**config.mk**
```make
export PLATFORM = sky130hd
export DESIGN_NAME = wb_snoop_poll_ctrl
export DESIGN_NICKNAME = d
export VERILOG_FILES = /design/src/rtl/wb_snoop_poll_ctrl.sv
export SDC_FILE = /design/constraint.sdc
export NUM_CORES = 1
export LEC_CHECK = 0
export BUFFER_PORTS_ARGS = -buffer_cell sky130_fd_sc_hd__buf_2
export CAP_MARGIN = 20
export CORE_AREA = 2 2 134 136
export DETAILED_ROUTE_END_ITERATION = 8
export DIE_AREA = 0 0 136 138
export HOLD_SLACK_MARGIN = 0.08
export SLEW_MARGIN = 20
export SYNTH_ARGS = -nofsm -noshare
export SYNTH_HDL_FRONTEND = slang
export SYNTH_SLANG_ARGS = --single-unit
```
**constraint.sdc**
```tcl
create_clock -name wb_clk_i -period 2.67 [get_ports wb_clk_i]
set_input_delay 0.267 -clock wb_clk_i [delete_from_list [all_inputs] [get_ports wb_clk_i]]
set_output_delay 0.267 -clock wb_clk_i [all_outputs]
set_load 0.01 [all_outputs]
```
**src/rtl/wb_snoop_poll_ctrl.sv**
```systemverilog
// Snoop-side sequencer: broadcasts a snoop to every peer core, collects poll responses
// until all peers resolve or a timeout expires, and reports the lowest-index hit.
module wb_snoop_poll_ctrl #(
    parameter int unsigned num_cores = 4,
    parameter int unsigned aw        = 32,
    parameter int unsigned dw        = 32,
    parameter int unsigned timeout   = 15,
    localparam int unsigned cw       = (num_cores > 1) ? $clog2(num_cores) : 1
) (
    input  logic                    wb_clk_i,
    input  logic                    wb_rst_i,
    input  logic                    req_i,
    input  logic [cw-1:0]           req_core_i,
    input  logic [aw-1:0]           req_adr_i,
    input  logic                    req_we_i,
    output logic [num_cores*aw-1:0] snoop_adr_o,
    output logic [1:0]              snoop_type_o,
    input  logic [num_cores*2-1:0]  snoop_response_i,
    input  logic [num_cores*dw-1:0] snooped_dat_i,
    output logic                    busy_o,
    output logic                    done_o,
    output logic                    hit_o,
    output logic [cw-1:0]           hit_core_o,
    output logic [dw-1:0]           hit_dat_o,
    output logic                    timeout_o
);

    typedef enum logic [3:0] {
        StIdle = 4'b0001,
        StPoll = 4'b0010,
        StWait = 4'b0100,
        StResp = 4'b1000
    } state_e;

    localparam logic [7:0] CntLast = 8'(timeout - 1);

    state_e          state_q, state_d;
    logic [7:0]      cnt_q, cnt_d;
    logic [cw-1:0]   core_q, core_d;
    logic [aw-1:0]   adr_q, adr_d;
    logic            we_q, we_d;
    logic            hit_q, hit_d;
    logic [cw-1:0]   hit_core_q, hit_core_d;
    logic [dw-1:0]   hit_dat_q, hit_dat_d;
    logic            to_q, to_d;

    logic            all_resolved;
    logic            any_hit;
    logic [cw-1:0]   first_hit_core;
    logic [dw-1:0]   first_hit_dat;
    logic            snooping;

    // Response scan; the requester's own slot is masked out. Ascending order with a
    // found flag gives lowest-index priority among multiple positive responders.
    always_comb begin
        all_resolved   = 1'b1;
        any_hit        = 1'b0;
        first_hit_core = '0;
        first_hit_dat  = '0;
        for (int unsigned k = 0; k < num_cores; k++) begin
            if (cw'(k) != core_q) begin
                if (snoop_response_i[2*k +: 2] == 2'b10) begin
                    all_resolved = 1'b0;
                end
                if (snoop_response_i[2*k +: 2] == 2'b11 && !any_hit) begin
                    any_hit        = 1'b1;
                    first_hit_core = cw'(k);
                    first_hit_dat  = snooped_dat_i[k*dw +: dw];
                end
            end
        end
    end

    always_comb begin
        state_d    = state_q;
        cnt_d      = cnt_q;
        core_d     = core_q;
        adr_d      = adr_q;
        we_d       = we_q;
        hit_d      = hit_q;
        hit_core_d = hit_core_q;
        hit_dat_d  = hit_dat_q;
        to_d       = to_q;

        unique case (state_q)
            StIdle: begin
                if (req_i) begin
                    core_d     = req_core_i;
                    adr_d      = req_adr_i;
                    we_d       = req_we_i;
                    cnt_d      = '0;
                    hit_d      = 1'b0;
                    hit_core_d = '0;
                    hit_dat_d  = '0;
                    to_d       = 1'b0;
                    state_d    = StPoll;
                end
            end
            StPoll: begin
                state_d = StWait;
            end
            StWait: begin
                if (all_resolved || cnt_q == CntLast) begin
                    state_d = StResp;
                    to_d    = !all_resolved;
                    // Unresolved peers count as negative, so only 11 responders can hit.
                    if (!we_q && any_hit) begin
                        hit_d      = 1'b1;
                        hit_core_d = first_hit_core;
                        hit_dat_d  = first_hit_dat;
                    end else begin
                        hit_d      = 1'b0;
                        hit_core_d = '0;
                        hit_dat_d  = '0;
                    end
                end else begin
                    cnt_d = cnt_q + 8'd1;
                end
            end
            StResp: begin
                state_d = StIdle;
            end
            default: begin
                state_d = StIdle;
            end
        endcase
    end

    always_ff @(posedge wb_clk_i or negedge wb_rst_i) begin
        if (!wb_rst_i) begin
            state_q    <= StIdle;
            cnt_q      <= '0;
            core_q     <= '0;
            adr_q      <= '0;
            we_q       <= 1'b0;
            hit_q      <= 1'b0;
            hit_core_q <= '0;
            hit_dat_q  <= '0;
            to_q       <= 1'b0;
        end else begin
            state_q    <= state_d;
            cnt_q      <= cnt_d;
            core_q     <= core_d;
            adr_q      <= adr_d;
            we_q       <= we_d;
            hit_q      <= hit_d;
            hit_core_q <= hit_core_d;
            hit_dat_q  <= hit_dat_d;
            to_q       <= to_d;
        end
    end

    assign snooping = (state_q == StPoll) || (state_q == StWait);

    always_comb begin
        snoop_type_o = 2'b00;
        snoop_adr_o  = '0;
        if (snooping) begin
            snoop_type_o = we_q ? 2'b10 : 2'b01;
            for (int unsigned k = 0; k < num_cores; k++) begin
                if (cw'(k) != core_q) begin
                    snoop_adr_o[k*aw +: aw] = adr_q;
                end
            end
        end
    end

    assign busy_o     = (state_q != StIdle);
    assign done_o     = (state_q == StResp);
    assign timeout_o  = (state_q == StResp) && to_q;
    assign hit_o      = hit_q;
    assign hit_core_o = hit_core_q;
    assign hit_dat_o  = hit_dat_q;

endmodule

```
==> impl_metrics.json, run 1 <==
{
  "die_y_um": 138,
  "placed_cell_area_mm2": 0.00692,
  "powerDensity_mw_per_mm2": 725,
  "hp-class": "primary input to register",
  "post-route-min-period_ns": 2.47,
  "avgViaCountPerCell": 4.63,
  "ys_seq_area_share_pct": 41.6,
  "grt_pass1_vias": 4934,
  "ys_warn_count": 0,
  "multi_input_area_mm2": 0.00257,
  "hold_viol": 0,
  "cts_root_buf": "clkbuf_16",
  "path_class": "register to primary output",
  "fin_setup_tns_ns": 0,
  "h-tree-depth": 3,
  "drc": 0,
  "routedWlPerCell_um": 15.3,
  "ys_ff_latch": 83,
  "syn-num-nets": 765,
  "vias": 5314,
  "synthMuxAreaShare_pct": 0.200,
  "dr.max_layer_used": "met5",
  "rsz0062_at_grt": "false",
  "io_buffers": 341,
  "drtPass1Iterations": 8,
  "fin_crit_sh_pct": 92.6,
  "cts_buffers": 9,
  "final_common_cell": "buf_2",
  "power_mw": 5.24,
  "most-common-layout-cells": "buf_2, and2_1, nand2_1",
  "antenna_found_initial": 4,
  "synthCells": 589,
  "drt_wl_total_um": 17600,
  "wl_met1_um": 6920,
  "synth_area_per_cell_um2": 8.48,
  "clkSlewWorstSetupHoldPaths_ns": 0.07,
  "ant_nets": 0,
  "synthArstFlopShare_pct": 100,
  "maxSlewHeadroom_pct": 51.3,
  "synthFlopType": "dfrtp_1",
  "status": "complete, no violations",
  "yosys.area_share.simple_pct": 30.6,
  "synth_top_family_by_area": "simple AND/OR/NAND/NOR gates",
  "drive_above_1_share_pct": 42.0,
  "fin_nets": 1088,
  "synth_xor_area_share_pct": 0.175,
  "pin_count": 342,
  "fin_skew_ns": 0.00867,
  "syn_to_final_growth_pct": 44.7,
  "fmax_mhz": 405,
  "post_cts_resized": 0,
  "clockBufferDepth": 2,
  "synth_edf_count": 0,
  "fillers": 1838,
  "drv_slew": 0,
  "synthTopCellsByArea": "dfrtp_1, and2_1, nand2_1",
  "rows": 49,
  "max_cap_violations": 0,
  "post_cts_buffers": 0,
  "syn_area_mm2": 0.00499,
  "cts_hold_buffers": 1,
  "yosysTopAreaCell": "dfrtp_1",
  "regArea_mm2": 0.00208,
  "synth_compound_area_share_pct": 19.6,
  "leakage_nw": 4.21,
  "cp-start-kind": "register",
  "synthAdderAreaFrac_pct": 0.501,
  "cts.sinks": 83,
  "grt_usage_pct": 18.6,
  "vdd_drop_max_uv": 360,
  "cp.arrival_ns": 2.20,
  "start_util_pct": 28.5,
  "worstSkewPairLatency_ns": 0.34,
  "yosysTopAreaCellShare_pct": 41.1,
  "crit_required_ns": 2.40,
  "tightest_slew_ns": 0.731,
  "end_kind": "primary output",
  "setup_viol": 0,
  "grt_overflow_total": 0,
  "grt_pass1_wl_um": 27100,
  "dieArea_mm2": 0.0188,
  "place.gp.congestion": 0.802,
  "crit_fanout": 32,
  "core_mm2": 0.0175,
  "grt_max_degree": 56,
  "route.met3.wl_um": 1450,
  "cts_tree": "yes",
  "synth_cell_types": 44,
  "stdcell_area_mm2": 0.00723,
  "wl_met2_um": 8840,
  "dp_hpwl_um": 13300,
  "detail_route.iter0.violations": 287,
  "die-width_um": 136
}
==> worst paths after layout <==
kind | depth (start not counted) | from | slack (ns) | end
max in group asynchronous | 3 | wb_rst_i | 1.52 | adr_q[11]
max | 6 | state_q[2] | 0.20 | snoop_adr_o[41]
min | 3 | req_adr_i[6] | 0.11 | adr_q[6]
min reg2reg | 1 | hit_o | 0.48 | hit_o
min in group asynchronous | 2 | wb_rst_i | 0.53 | hit_dat_o[7]
max reg2reg | 7 | core_q[1] | 0.51 | hit_dat_o[2]
==> state kept, by name, indices dropped and copies added, names as in the netlist <==
register    flops
hit_dat_o      32
adr_q          32
state_q         4
we_q            1
hit_core_o      2
to_q            1
cnt_q           8
core_q          2
hit_o           1
==> worst max-delay path, cell delays in order (launching register included) <==
cell and delay [ns]:
dfrtp_1 0.46, xnor2_1 0.16, or3_1 0.46, nor2_2 0.15, buf_4 0.28, and2_1 0.20
buf_2 0.14
==> where the power goes <==
part | total, mW | switching (mW) | internal (mW)
clock network | 1.25 | 0.501 | 0.745
logic | 2.03 | 1.20 | 0.830
registers | 1.96 | 0.405 | 1.56
total | 5.24 | 2.11 | 3.13
==> kinds of logic (layout without fill, tap and decap cells) <==
group / count (synthesis) / count (layout)
AND/OR/NAND/NOR: 290 / 290
AO/OA/AOI/OAI: 128 / 128
buffers and inverters: 84 / 412
flip-flops: 83 / 83
adder cells (fa/ha/maj): 2 / 2
XOR/XNOR: 1 / 1
multiplexers: 1 / 1
other: 0 / 2
==> synthesized netlist by cell type (2+ instances only) <==
cell type / number
or4_1: 4
nand2b_1: 4
a222oi_1: 32
o31ai_1: 3
clkbuf_1: 35
o21ai_0: 38
a22o_1: 35
a21oi_1: 7
nor2_1: 9
or3_1: 3
a31oi_1: 2
o22ai_1: 2
and2_1: 131
nand4b_1: 3
nand3_1: 7
o211ai_1: 2
nor3_1: 2
dfrtp_1: 82
nor4b_1: 2
buf_2: 4
inv_1: 38
buf_6: 5
ha_1: 2
nand2_1: 117
==> cell type report <==
class | instances | area share [%]
Antenna cell | 2 | 0.0693
Clock buffer | 11 | 3.36
Clock inverter | 5 | 0.727
Inverter | 39 | 2.04
Multi-Input combinational cell | 422 | 35.5
Sequential cell | 83 | 28.8
Tap cell | 229 | 3.97
Timing Repair Buffer | 357 | 25.5
==> stage by stage <==
step / hold slack (ns) / std cells / utilization, % / worst slack (ns)
global route: 0.105 / 1148 / 41.2 / 0.0492
detailed placement: 0.380 / 1129 / 39.4 / 0.531
CTS: 0.0970 / 1146 / 41.2 / 0.155
global placement: 0.382 / 1129 / 39.4 / 0.536
floorplan: -0.0286 / 589 / - / 0.720
finish: 0.110 / 1148 / 41.2 / 0.199
==> metal layers <==
layer / GRT usage, % / up-vias
li1: - / 2673
met4: 6.52 / 4
met1: 22.1 / 2346
met3: 4.11 / 23
met2: 32.6 / 268
met5: 0 / -
Power figures use the tool's default switching activity.
==> run 2, diff against run 1 <==
--- a/config.mk
+++ b/config.mk
@@ -7,9 +7,9 @@
 export LEC_CHECK = 0
 export BUFFER_PORTS_ARGS = -buffer_cell sky130_fd_sc_hd__buf_2
 export CAP_MARGIN = 20
-export CORE_AREA = 2 2 134 136
+export CORE_AREA = 2 2 133 135
 export DETAILED_ROUTE_END_ITERATION = 8
-export DIE_AREA = 0 0 136 138
+export DIE_AREA = 0 0 135 137
 export HOLD_SLACK_MARGIN = 0.08
 export SLEW_MARGIN = 20
 export SYNTH_ARGS = -nofsm -noshare
==> constraint.sdc (replaced) <==
create_clock -name wb_clk_i -period 2.2 [get_ports wb_clk_i]
set_input_delay 0.22 -clock wb_clk_i [delete_from_list [all_inputs] [get_ports wb_clk_i]]
set_output_delay 0.22 -clock wb_clk_i [all_outputs]
set_load 0.01 [all_outputs]
==> impl_metrics.json, run 2 (synthesis gave the netlist of run 1 again) <==
{
  "core_mm2": 0.0171,
  "power_mw": 6.71,
  "cts.sinks": 83,
  "cts_root_buf": "clkbuf_16",
  "drtPass1Iterations": 9,
  "vdd_drop_max_uv": 369,
  "leakage_nw": 4.42,
  "fmax_mhz": 462,
  "grt_max_degree": 44,
  "clkSlewWorstSetupHoldPaths_ns": 0.06,
  "tightest_slew_ns": 0.615,
  "antenna_found_initial": 6,
  "vias": 5603,
  "cp.arrival_ns": 1.95,
  "grt_pass1_wl_um": 28000,
  "stdcell_area_mm2": 0.00776,
  "place.gp.congestion": 0.777,
  "fin_cells": 1191,
  "max_cap_violations": 0,
  "rows": 48,
  "avgViaCountPerCell": 4.70,
  "fin_nets": 1132,
  "drv_slew": 0,
  "grt_pass1_vias": 5213,
  "cts_tree": "yes",
  "rsz0062_at_grt": "true",
  "fin_crit_sh_pct": 98.4,
  "die-width_um": 135,
  "die_y_um": 137,
  "status": "complete, no violations",
  "place_ws_ns": 0.0506,
  "grt_overflow_total": 0,
  "pin_count": 342,
  "start_util_pct": 29.3,
  "drive_above_1_share_pct": 42.1,
  "placed_cell_area_mm2": 0.00705,
  "dieArea_mm2": 0.0185,
  "detail_route.iter0.violations": 304,
  "dp_hpwl_um": 13700,
  "io_buffers": 341,
  "cts_buffers": 9,
  "powerDensity_mw_per_mm2": 864,
  "hp-class": "primary input to register",
  "worstSkewPairLatency_ns": 0.34,
  "end_kind": "primary output",
  "dpl.cell_count": 1135,
  "maxSlewHeadroom_pct": 59.0,
  "h-tree-depth": 3,
  "most-common-layout-cells": "buf_2, and2_1, nand2_1",
  "drc": 0,
  "post-route-min-period_ns": 2.17,
  "crit_fanout": 32,
  "clockBufferDepth": 2,
  "crit_required_ns": 1.98,
  "ant_nets": 0,
  "final_common_cell": "buf_2",
  "grt_usage_pct": 19.7,
  "cp-start-kind": "register",
  "path_class": "register to primary output",
  "drt_wl_total_um": 18800,
  "final_core_util_pct": 45.5,
  "fin_skew_ns": 0.00808,
  "hold_viol": 0,
  "timing.final.ws_setup_ns": 0.0341,
  "syn_to_final_growth_pct": 55.5,
  "routedWlPerCell_um": 15.8,
  "setup_viol": 0
}
==> run 2: cell count changes in the layout (fill, tap and decap cells not counted), moves of 2 or more <==
cell and delta:
clkinv_2 -2, buf_2 -2, buf_12 +5, buf_4 +8
buf_6 +2, nor2_2 -3, diode_2 +3, dlygate4sd3_1 +30
nor2_4 +3, and2_1 -2, dfrtp_1 -3, dfrtp_2 +3
and2_4 +2
==> run 2: final cells by class <==
type,count,area [um^2]
flip-flops and latches,83,2080
clock inverters,4,50.0
diodes,5,12.5
fillers,1693,9290
multi-input cells,422,2600
inverters,39,148
well taps,225,282
repair buffers,401,2340
clock buffers,12,246
==> run 2: final timing paths <==
path,to,slack [ns],cells after the start,start
max in group asynchronous,core_q[1],1.16,3,wb_rst_i
min reg2reg,hit_o,0.47,1,hit_o
max reg2reg,cnt_q[7],0.10,8,core_q[0]
min in group asynchronous,hit_dat_o[5],0.40,2,wb_rst_i
max,snoop_adr_o[96],0.03,6,state_q[1]
min,core_q[0],0.11,3,req_core_i[0]
==> run 2: layer usage <==
layer,vias up,part of all wire [%],track usage (%)
met1,2553,40,23.4
li1,2765,-,-
met2,267,51,35.2
met5,-,0.069,0
met4,2,1.4,6.54
met3,16,7.3,4.26
==> run 2: through the flow <==
step	TNS, ns	hold WS (ns)
after floorplan	0	-0.0756
after detailed placement	0	0.224
after global placement	0	0.226
after CTS	-0.00106	0.0865
after global routing	-4.31	0.102
final	0	0.105
==> run 2: repair_timing <==
item                       CTS  global route
hold buffers                31             0
resized for setup            7             7
setup endpoints to repair  128           158
pin swaps                    1             1
setup buffers                3             0
hold endpoints to repair    65             0
cloned                       1             0
==> run 2: critical path: stages (launching register included) <==
cell and delay, ns:
dfrtp_2 0.43, xnor2_2 0.14, or3_4 0.38, a21oi_2 0.17, buf_12 0.20, and2_1 0.16
buf_2 0.13
==> run 2: power breakdown <==
group	switching, mW	internal (mW)	leakage (nW)
sequential	0.456	1.89	1.09
clock	0.611	0.910	0.139
combinational	1.59	1.24	3.19
total	2.66	4.05	4.42
==> run 3, diff against run 2 <==
--- a/config.mk
+++ b/config.mk
@@ -7,9 +7,9 @@
 export LEC_CHECK = 0
 export BUFFER_PORTS_ARGS = -buffer_cell sky130_fd_sc_hd__buf_2
 export CAP_MARGIN = 20
-export CORE_AREA = 2 2 133 135
+export CORE_AREA = 3 3 134 136
 export DETAILED_ROUTE_END_ITERATION = 8
-export DIE_AREA = 0 0 135 137
+export DIE_AREA = 0 0 137 139
 export HOLD_SLACK_MARGIN = 0.08
 export SLEW_MARGIN = 20
 export SYNTH_ARGS = -nofsm -noshare
==> constraint.sdc (replaced) <==
create_clock -name wb_clk_i -period 2.2 [get_ports wb_clk_i]
set_input_delay 0.11 -clock wb_clk_i [delete_from_list [all_inputs] [get_ports wb_clk_i]]
set_output_delay 0.11 -clock wb_clk_i [all_outputs]
set_load 0.01 [all_outputs]
==> impl_metrics.json, run 3 (synthesis gave the netlist of run 1 again) <==
{
  "status": "complete, no violations",
  "place.gp.congestion": 0.804,
  "hold_depth": 4,
  "cts.sinks": 83,
  "final_common_cell": "buf_2",
  "dieArea_mm2": 0.0190,
  "clkSlewWorstSetupHoldPaths_ns": 0.06,
  "r2r-end": "hit_dat_o[3]",
  "pin_count": 342,
  "fin_skew_ns": 0.00710,
  "r2r_slack_ns": 0.16,
  "cp.arrival_ns": 1.99,
  "antenna_found_initial": 2,
  "crit_required_ns": 2.09,
  "grt_pass1_wl_um": 29600,
  "dp_hpwl_um": 13900,
  "io_buffers": 341,
  "core_mm2": 0.0171,
  "worstSkewPairLatency_ns": 0.34,
  "final_core_util_pct": 45.5,
  "ant_nets": 0,
  "fin_nets": 1131,
  "cts_tree": "yes",
  "setup_viol": 0,
  "grt_max_degree": 47,
  "drt_wl_total_um": 19200,
  "syn_to_final_growth_pct": 55.4,
  "crit_fanout": 32,
  "whs_ns": 0.114,
  "most-common-layout-cells": "buf_2, and2_1, nand2_1",
  "powerDensity_mw_per_mm2": 858,
  "cts_buffers": 9,
  "h-tree-depth": 3,
  "drv_slew": 0,
  "hold_viol": 0,
  "grt_usage_pct": 19.9,
  "cp-start-kind": "register",
  "fin_setup_tns_ns": 0,
  "fmax_mhz": 475,
  "rows": 48,
  "end_kind": "primary output",
  "die_y_um": 139,
  "cts_root_buf": "clkbuf_16",
  "worstHoldStart": "snooped_dat_i[18]",
  "path_class": "register to primary output",
  "avgViaCountPerCell": 4.71,
  "routedWlPerCell_um": 16.2,
  "worst-r2r-cell-count": 7,
  "rsz0062_at_grt": "true",
  "maxSlewHeadroom_pct": 57.3,
  "post-route-min-period_ns": 2.10,
  "clockBufferDepth": 2,
  "min_to": "hit_dat_o[18]",
  "dpl.cell_count": 1128,
  "vdd_drop_max_uv": 441,
  "grt_overflow_total": 0,
  "start_util_pct": 29.3,
  "drive_above_1_share_pct": 41.6,
  "max_cap_violations": 0,
  "fin_crit_sh_pct": 95.6,
  "leakage_nw": 4.42,
  "power_mw": 6.66,
  "hp-class": "primary input to register",
  "drtPass1Iterations": 4,
  "fin_cells": 1187,
  "reg2reg_from": "core_q[1]",
  "drc": 0,
  "vias": 5590,
  "grt_pass1_vias": 5517,
  "tightest_slew_ns": 0.639,
  "detail_route.iter0.violations": 305,
  "die-width_um": 137
}
[run 3: cell count changes in the layout (fill, tap and decap cells not counted), moves of 2 or more]
cell	before	now
buf_12	6	9
buf_2	338	340
buf_4	23	14
buf_6	2	0
clkbuf_1	2	0
clkinv_4	0	2
diode_2	5	2
dlygate4sd3_1	31	37
nor2_2	3	6
nor2_4	3	0
[run 3: routing by layer]
layer	vias to the layer above	routed length (um)	track usage, %	part of all wire [%]
met5	-	0	0	0
met4	0	406	6.30	2.1
met3	22	1530	5.33	7.9
met2	267	9620	35.6	50
met1	2546	7660	22.7	40
li1	2755	-	-	-
[run 3: stage by stage]
stage | cell area (um^2) | setup slack (ns)
2_1_floorplan | 4990 | 0.279
3_3_place_gp | 7020 | 0.140
3_5_place_dp | 7020 | 0.107
4_1_cts | 7780 | 0.00862
5_1_grt | 7760 | -0.00249
6_report | 7760 | 0.0963
[run 3: area by class of cell]
type	instances	area, um^2
Fill cell	1708	9290
Multi-Input combinational cell	422	2580
Timing Repair Buffer	400	2360
Sequential cell	83	2080
Tap cell	225	282
Clock buffer	10	239
Inverter	39	148
Clock inverter	6	65.1
Antenna cell	2	5.00
[run 3: critical path: stages (launching register included)]
cell     delay [ns]
dfrtp_2        0.41
xnor2_1        0.13
or3_4          0.40
nor2_2         0.21
buf_12         0.20
and2_1         0.16
buf_2          0.14
[run 3: how the worst max path moves through the flow]
| stage | cells past startpoint | startpoint | end |
|---|---|---|---|
| finish | 6 | state_q[2] | snoop_adr_o[21] |
| global route | 6 | state_q[2] | snoop_adr_o[43] |
| CTS | 7 | state_q[2] | snoop_adr_o[121] |
| detailed placement | 7 | core_q[1] | hit_dat_o[3] |
| global placement | 7 | core_q[1] | hit_dat_o[3] |
| floorplan | 9 | state_q[0] | cnt_q[3] |
[run 3: what timing repair did]
item / 4_1_cts / 5_1_grt
hold buffers: 37 / 0
setup buffers: 4 / 0
pin swaps: 1 / 2
gates resized for setup: 5 / 3
endpoints found under the hold margin: 118 / 0
setup endpoints to repair: 128 / 146
cloned: 1 / 0
[run 3: where the power goes]
| group | switching [mW] | internal [mW] | leakage (nW) | total, mW |
|---|---|---|---|---|
| registers | 0.441 | 1.89 | 1.09 | 2.34 |
| clock network | 0.623 | 0.910 | 0.148 | 1.53 |
| logic | 1.59 | 1.20 | 3.18 | 2.79 |
| total | 2.66 | 4.00 | 4.42 | 6.66 |
